**config.mk**
```make
export PLATFORM = sky130hd
export DESIGN_NAME = imem_boot_loader
export DESIGN_NICKNAME = d
export VERILOG_FILES = /design/src/rtl/imem_boot_loader.sv
export SDC_FILE = /design/constraint.sdc
export NUM_CORES = 1
export LEC_CHECK = 0
export CAP_MARGIN = 20
export CORE_ASPECT_RATIO = 0.8
export CORE_MARGIN = 10
export CORE_UTILIZATION = 65
export DETAILED_ROUTE_END_ITERATION = 8
export DONT_BUFFER_PORTS = 1
export HOLD_SLACK_MARGIN = 0.06
export PLACE_DENSITY = 0.89
export SYNTH_ARGS = -nofsm -noshare
export SYNTH_HDL_FRONTEND = slang
export SYNTH_SLANG_ARGS = --single-unit
```
**constraint.sdc**
```tcl
create_clock -name i_clk -period 5.4 [get_ports i_clk]
set_input_delay 0.27 -clock i_clk [delete_from_list [all_inputs] [get_ports i_clk]]
set_output_delay 0.27 -clock i_clk [all_outputs]
set_load 0.005 [all_outputs]
```
**src/rtl/imem_boot_loader.sv**
```systemverilog
// Byte-stream boot loader: receives a length-prefixed program image over a valid/ready byte
// channel, writes it word by word into instruction memory, then enables the CPU.
// Optional feature macro: LOADER_READBACK_EN (read back and verify every written word).
module imem_boot_loader #(
    parameter int unsigned         ADDR_W    = 64,
    parameter int unsigned         MAX_WORDS = 512,
    parameter logic [ADDR_W-1:0]   BASE_ADDR = '0
) (
    input  logic              i_clk,
    input  logic              i_arst_n,
    input  logic              i_start,
    input  logic              i_byte_valid,
    input  logic [7:0]        i_byte_data,
    output logic              o_byte_ready,
    output logic [ADDR_W-1:0] o_addr_ext,
    output logic              o_wen_ext,
    output logic              o_ren_ext,
    output logic [31:0]       o_wdata_ext,
    input  logic [31:0]       i_rdata_ext,
    output logic              o_cpu_enable,
    output logic              o_busy,
    output logic              o_error
);

    localparam int unsigned CNT_W = $clog2(MAX_WORDS + 1);
    localparam logic [15:0] MAX_N = 16'(MAX_WORDS);

    typedef enum logic [3:0] {
        StIdle,
        StHdr0,
        StHdr1,
        StCheck,
        StData,
        StWrite,
        StRd,
        StCmp,
        StDone,
        StErr
    } state_e;

    state_e             r_state;
    state_e             w_state_next;
    logic [15:0]        r_nwords;
    logic [CNT_W-1:0]   r_k;
    logic [1:0]         r_bidx;
    logic [31:0]        r_word;
    logic [31:0]        w_word_next;
    logic               w_xfer;
    logic               w_last_word;
    logic               w_inc_k;
    logic               r_wen_ext;
    logic [ADDR_W-1:0]  r_addr_ext;
    logic [31:0]        r_wdata_ext;
    logic               r_cpu_enable;
    logic               r_busy;
    logic               r_error;

    assign o_byte_ready = (r_state == StHdr0) || (r_state == StHdr1) || (r_state == StData);
    assign w_xfer       = i_byte_valid && o_byte_ready;
    assign w_last_word  = (16'(r_k) + 16'd1) == r_nwords;

    // Merge the incoming byte into its little-endian lane of the word being assembled.
    always_comb begin
        w_word_next = r_word;
        w_word_next[{r_bidx, 3'b000} +: 8] = i_byte_data;
    end

    // State register.
    always_ff @(posedge i_clk) begin
        if (!i_arst_n) begin
            r_state <= StIdle;
        end else begin
            r_state <= w_state_next;
        end
    end

    // Next-state logic; w_inc_k marks the end of one word's write sequence.
    always_comb begin
        w_state_next = r_state;
        w_inc_k      = 1'b0;
        unique case (r_state)
            StIdle:  if (i_start) w_state_next = StHdr0;
            StHdr0:  if (w_xfer) w_state_next = StHdr1;
            StHdr1:  if (w_xfer) w_state_next = StCheck;
            StCheck: begin
                if (r_nwords == 16'd0) begin
                    w_state_next = StDone;
                end else if (r_nwords > MAX_N) begin
                    w_state_next = StErr;
                end else begin
                    w_state_next = StData;
                end
            end
            StData:  if (w_xfer && (r_bidx == 2'd3)) w_state_next = StWrite;
`ifdef LOADER_READBACK_EN
            StWrite: w_state_next = StRd;
            StRd:    w_state_next = StCmp;
            StCmp: begin
                if (i_rdata_ext != r_wdata_ext) begin
                    w_state_next = StErr;
                end else begin
                    w_inc_k      = 1'b1;
                    w_state_next = w_last_word ? StDone : StData;
                end
            end
`else
            StWrite: begin
                w_inc_k      = 1'b1;
                w_state_next = w_last_word ? StDone : StData;
            end
`endif
            StDone:  w_state_next = StDone;
            StErr:   w_state_next = StErr;
            default: w_state_next = StIdle;
        endcase
    end

    // Datapath and registered outputs, all derived from the upcoming state.
    always_ff @(posedge i_clk) begin
        if (!i_arst_n) begin
            r_nwords     <= '0;
            r_k          <= '0;
            r_bidx       <= '0;
            r_word       <= '0;
            r_wen_ext    <= 1'b0;
            r_addr_ext   <= '0;
            r_wdata_ext  <= '0;
            r_cpu_enable <= 1'b0;
            r_busy       <= 1'b0;
            r_error      <= 1'b0;
        end else begin
            if (r_state == StHdr0 && w_xfer) r_nwords[7:0]  <= i_byte_data;
            if (r_state == StHdr1 && w_xfer) r_nwords[15:8] <= i_byte_data;
            if (r_state == StData && w_xfer) begin
                r_word <= w_word_next;
                r_bidx <= r_bidx + 2'd1;
            end
            if (w_inc_k) r_k <= r_k + CNT_W'(1);
            // Address and data latch once per word and hold through WRITE (and readback).
            if (r_state == StData && w_state_next == StWrite) begin
                r_wdata_ext <= w_word_next;
                r_addr_ext  <= BASE_ADDR + ADDR_W'({r_k, 2'b00});
            end
            r_wen_ext    <= (w_state_next == StWrite);
            r_cpu_enable <= (w_state_next == StDone);
            r_error      <= (w_state_next == StErr);
            r_busy       <= !(w_state_next inside {StIdle, StDone, StErr});
        end
    end

`ifdef LOADER_READBACK_EN
    logic r_ren_ext;

    // Read strobe for the verify cycle, registered like the other memory-port outputs.
    always_ff @(posedge i_clk) begin
        if (!i_arst_n) begin
            r_ren_ext <= 1'b0;
        end else begin
            r_ren_ext <= (w_state_next == StRd);
        end
    end

    assign o_ren_ext = r_ren_ext;
`else
    logic w_unused_rdata;

    assign w_unused_rdata = ^i_rdata_ext;
    assign o_ren_ext      = 1'b0;
`endif

    assign o_wen_ext    = r_wen_ext;
    assign o_addr_ext   = r_addr_ext;
    assign o_wdata_ext  = r_wdata_ext;
    assign o_cpu_enable = r_cpu_enable;
    assign o_busy       = r_busy;
    assign o_error      = r_error;

endmodule

```
==> results.md, run 1 <==
Placed design:
- Detailed placement ended at an HPWL of 7810 um.
- The global placement routability congestion is 0.942.
- The cell count after placement is approximately 650.
- The post-placement worst setup slack is 2.59 ns.
- Input and output buffers added on the ports amount to 0.

Timing:
- The total count of hold-check failures in the final report came to 0.
- The final clock skew is 0.0120 ns.
- The setup slack after layout is 2.77 ns.
- The total count of max-transition violations in the final report came to 0.
- Setup repair after global routing left no endpoint under its margin.
- The worst path needs 2.63 ns of the cycle, external delays included.
- The share of the clock period used by the worst path is 0.486.
- For this run, the top clock speed supported by timing is around 380 MHz.
- The number of setup violations in the final report is 0.
- At the pin with the least slew margin, the transition time is around 1 ns.
- The final-layout setup total negative slack is 0 ns.
- Measured against its own limit, the worst slew margin works out to 0.348.

Power and ir drop:
- The areal power density over the cells is 276 nW/um^2.
- The static leakage power is 1.85 nW.
- The total power after layout is 0.00140 W.
- The worst-case IR drop observed on VDD is 0.000229 V.

Worst setup path:
- The worst register-to-register path has a depth of 8.
- The origin of the worst setup path is r_k[0].
- The endpoint required time on the critical path is roughly 5.7 ns.
- The setup path with the least slack is of type reg -> reg.
- The worst register-to-register path ends at o_busy.
- The endpoint type of the worst setup path is a register.
- Along the worst path, the maximum fanout reaches 7.
- The worst register-to-register path begins at r_k[0].
- The last element of the critical path is o_busy.
- The sort of element at the start of the critical path is a register.
- At the worst endpoint, the arrival time is 2.89 ns.
- The worst setup slack for register-to-register paths is 2.77 ns.

Synthesis:
- Yosys mapped the design onto 58 distinct sky130hd cell types.
- After synthesis, the mean cell area works out to between 8 and 9 um^2.
- Counting flops with an async set or reset pin after synthesis yields a share of 0.
- The area of the mapped netlist is ~5000 um^2.
- By area the synthesized netlist is led by sky130_fd_sc_hd__dfxtp_1 41%, sky130_fd_sc_hd__buf_4 8.3%, sky130_fd_sc_hd__a211oi_1 7.4%, sky130_fd_sc_hd__nor2_1 6.4%, sky130_fd_sc_hd__a21oi_1 4.7%.
- Among all flip-flop cells after synthesis, the most frequent one is sky130_fd_sc_hd__dfxtp_1.
- Sorting the synthesized cells by how often they occur yields 102 x sky130_fd_sc_hd__dfxtp_1, 85 x sky130_fd_sc_hd__nor2_1, 55 x sky130_fd_sc_hd__buf_4, 49 x sky130_fd_sc_hd__a211oi_1, 47 x sky130_fd_sc_hd__a21oi_1.
- The most repeated cell in the gate-level netlist after synthesis is sky130_fd_sc_hd__dfxtp_1.
- Counting every instance in the synthesized netlist gives 582.
- The sequential cell area fraction in the yosys report is 0.410.
- The area share of the leading cell type in the synthesized netlist is 0.410.
- During synthesis, Yosys emitted a total of 0 warnings.
- The number of enable-type register cells in the synthesized netlist is 0.
- The post-synthesis cell type with the largest combined area is sky130_fd_sc_hd__dfxtp_1.
- In this run, synthesis produced a sequential element count of between 100 and 150.

Global routing:
- The first global-routing pass estimated 18900 um of wire.
- The overall global routing resource usage is 0.195.
- The number of antenna violations at the first check in global routing is 0.
- The via count of the first global-routing pass is 3635.
- Entering global routing, the biggest net connects 99 pins.
- The total overflow left after global routing is 0.

Floorplan:
- The die span in x is about 120 um.
- The standard cell core area is 7430 um^2.
- The number of top-level design ports is roughly 150.
- The initial standard-cell utilization of the core is 0.671.
- The initialized floorplan defines 28 standard-cell rows.
- The die height is a little under 100 um.
- The die covers 11600 um^2.

Detailed routing:
- The residual antenna-violating net count after detailed routing is 0.
- The total via count after detailed routing is 3857.
- Using the TritonRoute via totals, the vias-per-cell ratio works out to 5.67.
- In the final routed layout, each cell accounts on average for 17.4 um.
- For this run, the detailed router's first-pass iteration total came to 7.
- After detailed routing, the number of remaining DRC violations is 0.
- The total wire length is 11900 um.
- The detailed router finished its first iteration with 402 violations.

Layout:
- The repair_antennas step left the layout with diodes totalling 0.
- Counting the fill cells in the layout gives 577.
- The share of layout cells above drive strength 1 is 0.0609.
- The post-route non-filler standard cell count is 680.
- For this run, the post-layout net count is 620.
- Relative to the synthesized area, the layout overhead comes to 2.11%.
- Measured on the finished design, the core utilization comes to 0.685.

Worst hold path:
- The worst min-delay path category is in -> reg.

Job:
- Max-cap violations in this run came to 0.

Clock network:
- Clock latency on the worst-skew pair, taken at its later pin, is 0.37 ns.
- The number of gates given a new drive strength after cts is 0.
- The buffer type at the clock tree root is sky130_fd_sc_hd__clkbuf_8.
- After clock tree synthesis, the setup repair step added 0 buffers.
- TritonCTS created 9 clock buffers.
- The clock passes through at most 2 buffers.
- Counting every sink on the clock net gives 102.
- The clock transition time at the flip-flop clock pins of the worst setup and hold paths is 0.09 ns.
- The number of levels in the clock H-tree is 3.
- TritonCTS built the clock tree.

Status:
- The flow ran to the end, and the final reports show no timing, DRC or antenna violations.
==> critical path: stages (launching register included) <==
cell and delay (ns):
sky130_fd_sc_hd__dfxtp_1 0.57, sky130_fd_sc_hd__ha_1 0.31, sky130_fd_sc_hd__nand3_1 0.20, sky130_fd_sc_hd__nor3_1 0.35, sky130_fd_sc_hd__xor2_1 0.15, sky130_fd_sc_hd__nor4_1 0.32, sky130_fd_sc_hd__a41oi_1 0.19, sky130_fd_sc_hd__o31a_1 0.33
sky130_fd_sc_hd__o21a_1 0.10
==> per-layer routing <==
metal / vias to the layer above / track usage / part of all wire
met4: 0 / 0.0626 / 0.021
met3: 25 / 0.0777 / 0.12
met2: 185 / 0.302 / 0.45
met1: 1779 / 0.244 / 0.41
met5: - / 0 / 0
li1: 1868 / - / -
==> layout by cell type (no fill, tap or decap), types with 2 or more instances in the layout <==
| cell type | instances |
|---|---|
| sky130_fd_sc_hd__bufinv_16 | 2 |
| sky130_fd_sc_hd__conb_1 | 55 |
| sky130_fd_sc_hd__nand3_1 | 17 |
| sky130_fd_sc_hd__ha_1 | 6 |
| sky130_fd_sc_hd__clkbuf_1 | 2 |
| sky130_fd_sc_hd__nor3_2 | 2 |
| sky130_fd_sc_hd__nor2b_1 | 26 |
| sky130_fd_sc_hd__xnor2_1 | 14 |
| sky130_fd_sc_hd__mux2i_1 | 19 |
| sky130_fd_sc_hd__nand2b_1 | 2 |
| sky130_fd_sc_hd__nand4_1 | 4 |
| sky130_fd_sc_hd__a211oi_1 | 49 |
| sky130_fd_sc_hd__a21oi_1 | 47 |
| sky130_fd_sc_hd__or3_1 | 3 |
| sky130_fd_sc_hd__xor2_1 | 8 |
| sky130_fd_sc_hd__dfxtp_1 | 102 |
| sky130_fd_sc_hd__buf_4 | 2 |
| sky130_fd_sc_hd__o21a_1 | 3 |
| sky130_fd_sc_hd__nor2_1 | 85 |
| sky130_fd_sc_hd__nand2_1 | 44 |
| sky130_fd_sc_hd__clkbuf_8 | 9 |
| sky130_fd_sc_hd__nor4_4 | 2 |
| sky130_fd_sc_hd__nand3b_1 | 2 |
| sky130_fd_sc_hd__dlygate4sd3_1 | 9 |
| sky130_fd_sc_hd__o21ai_0 | 6 |
| sky130_fd_sc_hd__o31a_1 | 2 |
| sky130_fd_sc_hd__nor3_1 | 11 |
| sky130_fd_sc_hd__inv_1 | 6 |
| sky130_fd_sc_hd__nor4_1 | 3 |
==> kinds of logic after synthesis <==
group	synth area share
buffers and inverters	0.122
flip-flops	0.410
AND/OR/NAND/NOR	0.222
adder cells (fa/ha/maj)	0.0151
AO/OA/AOI/OAI	0.153
other	0.000753
XOR/XNOR	0.0387
multiplexers	0.0382
==> repair_timing <==
item / in CTS / in global routing
hold endpoints to repair: 24 / 0
hold buffers: 9 / 0
endpoints found under the setup margin: 0 / 0
==> area by class of cell <==
class	count	area [um^2]	area share
tap	105	131	0.0258
multi-input combinational	437	2540	0.500
clock buffer	11	131	0.0258
timing repair buffer	13	130	0.0256
clock inverter	5	82.6	0.0162
inverter	7	26.3	0.00517
sequential	102	2040	0.401
==> registers in the layout, summed over array words and instances, names as in the netlist <==
register,flops
r_nwords,16
r_state,4
o_wdata_ext,32
o_wen_ext,1
o_error,1
o_cpu_enable,1
o_busy,1
r_bidx,2
r_word,24
r_k,10
o_addr_ext,10
==> through the flow <==
step                hold slack (ns)  cell area [um^2]
detailed placement            0.398              4760
global placement              0.396              4760
global route                 0.0737              5090
floorplan                     0.392              5180
CTS                          0.0633              5060
finish                       0.0770              5090
==> worst min path at each step <==
stage	startpoint	to	slack (ns)	cells past startpoint
2_1_floorplan	i_arst_n	r_state[0]	0.39	1
4_1_cts	i_byte_data[1]	o_wdata_ext[25]	0.06	2
6_report	i_byte_data[7]	r_nwords[15]	0.08	2
3_3_place_gp	i_arst_n	r_state[0]	0.40	1
5_1_grt	i_byte_data[4]	r_nwords[4]	0.07	2
3_5_place_dp	i_arst_n	r_state[0]	0.40	1
==> power breakdown <==
group | switching [W] | internal [W]
clock network | 0.000259 | 0.000263
registers | 0.0000126 | 0.000761
logic | 0.0000674 | 0.0000383
(Power assumes the default switching activity.)
==> run 2: changes to the inputs <==
--- a/config.mk
+++ b/config.mk
@@ -8,11 +8,11 @@
 export CAP_MARGIN = 20
 export CORE_ASPECT_RATIO = 0.8
 export CORE_MARGIN = 10
-export CORE_UTILIZATION = 65
+export CORE_UTILIZATION = 63
 export DETAILED_ROUTE_END_ITERATION = 8
 export DONT_BUFFER_PORTS = 1
 export HOLD_SLACK_MARGIN = 0.06
-export PLACE_DENSITY = 0.89
+export PLACE_DENSITY = 0.87
 export SYNTH_ARGS = -nofsm -noshare
 export SYNTH_HDL_FRONTEND = slang
 export SYNTH_SLANG_ARGS = --single-unit
==> constraint.sdc (replaced) <==
create_clock -name i_clk -period 2.55 [get_ports i_clk]
set_input_delay 0.1275 -clock i_clk [delete_from_list [all_inputs] [get_ports i_clk]]
set_output_delay 0.1275 -clock i_clk [all_outputs]
set_load 0.005 [all_outputs]
==> run 2 against run 1 <==
Net effect: first-iteration DRC count is 13% lower; die area up 2.6%; via count increased by 2.2%; flip-flop and latch count is the same; combinational power up 120%; wire length is 3.5% higher; worst setup slack worse by 2.6 ns; register-to-register slack worse by 2.6 ns; utilization shrank 0.49 points; fmax up 8.7%; critical path depth stayed put; critical endpoint unchanged; largest cell class unchanged; largest power group unchanged.
==> results.md, run 2 (same netlist as run 1, synthesis figures left out) <==
Worst setup path:
- The endpoint type of the worst setup path is a register.
- The worst endpoint data arrival time is 2.67 ns (-0.22 ns).
- The classification of the worst setup path is reg -> reg.
- In this run the critical register-to-register path is launched from r_k[0].
- The worst setup slack for register-to-register paths is 0.13 ns (-2.64 ns).
- STA classifies the critical path startpoint as a register.
- The maximum fanout count along the critical path came to 5 (-2).
- The terminus of the critical flop-to-flop path is o_busy.
- The endpoint required time on the critical path is 2.80 ns (-2.87 ns).
- The worst reg-to-reg path cell count is 8 (unchanged).

Floorplan:
- The standard cell core area is 7530 um^2 (+1.4%).
- The initial standard-cell utilization of the core was 0.661 (-0.00936).
- The die height is 99.5 um (+1.3%).
- The die span in x is 119 um (+1.3%).
- The number of top-level design ports is 146 (unchanged).
- The number of rows created at floorplan came to 28 (unchanged).
- The die outline area is 11900 um^2 (+2.6%).

Layout:
- The cell area after layout was 5120 um^2 (+0.69%).
- The final-stage net count came to 628 (+1.3%).
- The final standard cell utilization of the core is 0.680 (-0.00491).
- The number of inserted diodes is 0 (unchanged).
- From synthesis to final layout, the design area changed by 2.81%.
- The share of layout cells above drive strength 1 is 0.0755 (+0.0146).
- In the layout the commonest cells are 102 x sky130_fd_sc_hd__dfxtp_1, 85 x sky130_fd_sc_hd__nor2_1, 55 x sky130_fd_sc_hd__conb_1.
- The library cell used most frequently in the layout, excluding fill and tap cells, is sky130_fd_sc_hd__dfxtp_1.
- The number of flip-flops in the largest register came to 32 (unchanged).

Detailed routing:
- The routed via count divided by cell count is 5.73 (+0.96%).
- The violation count after the first detailed-routing iteration was 349 (-13%).
- The total wire length is 12300 um (+3.5%).
- The total DRC errors in the routed layout is 0 (unchanged).
- The total via count after detailed routing is 3940 (+2.2%).
- The average detailed-routed wire length per instance is 17.8 um (+2.3%).
- The residual antenna-violating net count after detailed routing is 0 (unchanged).
- The detailed-routing iteration count for the pre-antenna-repair pass is 4 (-3).

Timing:
- The final clock skew is 0.00974 ns (-0.00222 ns).
- The final critical path time including I/O delays and setup is 2.42 ns (-0.210 ns).
- Setup repair after global routing left no endpoint under its margin.
- The total count of max-transition violations in the final report is 0 (unchanged).
- The peak clock frequency supported by timing is 414 MHz (+8.7%).
- The final-layout setup total negative slack was 0 ns (unchanged).
- The number of setup violations in the final report is 0 (unchanged).
- The share of the clock period used by the worst path is 0.947 (+0.461).
- The transition time at the pin with the least slew margin is 0.678 ns (-0.300 ns).
- The total count of hold-check failures in the final report is 0 (unchanged).
- The worst max-slew margin expressed relative to the limit came to 0.547 (+0.199).

Clock network:
- The number of levels in the clock H-tree is 3 (unchanged).
- In this run the clock root is driven by a sky130_fd_sc_hd__clkbuf_8.
- The total clock sinks is 102 (unchanged).
- The maximum clock path buffer count is 2 (unchanged).
- The insertion delay to the later sink of the worst-skew pair is 0.36 ns (about the same).
- The number of clock buffers inserted by TritonCTS is 9 (unchanged).
- The clock transition time at the flip-flop clock pins of the worst setup and hold paths is 0.10 ns (about the same).
- The clock tree from TritonCTS is built.

Global routing:
- The via count of the first global-routing pass was 3780 (+4.0%).
- The total congestion overflow after global routing is 0 (unchanged).
- The overall global routing resource usage is 0.196 (+0.000603).
- The pin count of the biggest net entering global routing was 52 (-47%).
- The number of antenna violations at the first check in global routing is 0 (unchanged).
- The wire length of the first global-routing pass is 19200 um (+1.8%).

Worst hold path:
- The hold path depth is 2 (unchanged).
- The worst min-delay path category is in -> reg.
- The worst hold path terminates at o_wdata_ext[6].
- The worst hold path startpoint is i_byte_data[6].

Power and ir drop:
- The areal power density over the cells was 549 nW/um^2 (+99%).
- The maximum vdd ir drop is 0.000304 V (+33%).
- The static leakage power was 1.88 nW (+1.6%).

Placed design:
- The global placement routability congestion is 0.900 (-4.5%).
- The count of port buffers added during placement is 0 (unchanged).
- The post-place instance area is 4860 um^2 (+2.1%).
- The detailed-placement wirelength estimate came to 8660 um (+11%).

Status:
- The flow ran to the end, and the final reports show no timing, DRC or antenna violations.

Job:
- The number of maximum-capacitance constraint violations is 0 (unchanged).
run 2: cell types whose count changed in the layout (fill, tap and decap cells not counted):
cell and delta:
sky130_fd_sc_hd__buf_4 +8, sky130_fd_sc_hd__bufinv_16 -2, sky130_fd_sc_hd__clkinv_2 +2, sky130_fd_sc_hd__buf_12 +1, sky130_fd_sc_hd__clkbuf_1 -1, sky130_fd_sc_hd__clkbuf_2 -1
sky130_fd_sc_hd__clkbuf_8 +1, sky130_fd_sc_hd__clkinv_4 -1, sky130_fd_sc_hd__inv_6 +1, sky130_fd_sc_hd__o21ai_0 -1, sky130_fd_sc_hd__o21ai_1 +1
run 2: layout make-up:
type | count | area (um^2)
well taps | 105 | 131
clock buffers | 11 | 141
multi-input cells | 437 | 2540
repair buffers | 21 | 205
fillers | 593 | 2410
flip-flops and latches | 102 | 2040
clock inverters | 5 | 32.5
inverters | 7 | 26.3
run 2: how the worst max path moves through the flow:
stage,start,to,slack (ns),depth (start not counted)
finish,r_k[0],o_busy,0.13,8
global route,r_k[0],o_busy,0.05,8
CTS,r_k[0],o_busy,0.15,8
detailed placement,r_k[0],o_busy,0.20,8
global placement,r_k[0],o_busy,0.30,8
floorplan,r_k[1],o_busy,0.49,8
run 2: where the power goes:
part | internal (W) | switching [W] | leakage, nW
Combinational | 0.0000828 | 0.000151 | 0.960
Clock | 0.000385 | 0.000550 | 0.0939
Sequential | 0.00161 | 0.0000284 | 0.823
Total | 0.00208 | 0.000730 | 1.88
run 2: routing by layer:
layer  track usage  wire length (um)
met1         0.233              5020
met2         0.310              5510
met3        0.0825              1480
met4        0.0722               251
met5             0                 0
run 2: through the flow:
stage	power [W]	hold slack, ns	setup slack (ns)	std cells
3_3_place_gp	0.00187	0.252	0.298	663
5_1_grt	0.00290	0.0674	0.0527	688
2_1_floorplan	0.00191	0.249	0.489	636
4_1_cts	0.00280	0.0634	0.153	688
6_report	0.00281	0.0704	0.134	688
3_5_place_dp	0.00188	0.270	0.200	663
run 2: repair_timing:
item                       in CTS  in global routing
hold buffers                    9                  0
setup buffers                   0                  0
gates resized for setup         0                  1
setup endpoints to repair       0                  1
hold endpoints to repair       46                  0
run 2: worst max-delay path, cell delays in order, from the launching register on:
cell,delay [ns]
sky130_fd_sc_hd__dfxtp_1,0.47
sky130_fd_sc_hd__ha_1,0.27
sky130_fd_sc_hd__nand3_1,0.21
sky130_fd_sc_hd__nor3_1,0.28
sky130_fd_sc_hd__xor2_1,0.13
sky130_fd_sc_hd__nor4_1,0.33
sky130_fd_sc_hd__a41oi_1,0.20
sky130_fd_sc_hd__o31a_1,0.33
sky130_fd_sc_hd__o21a_1,0.10
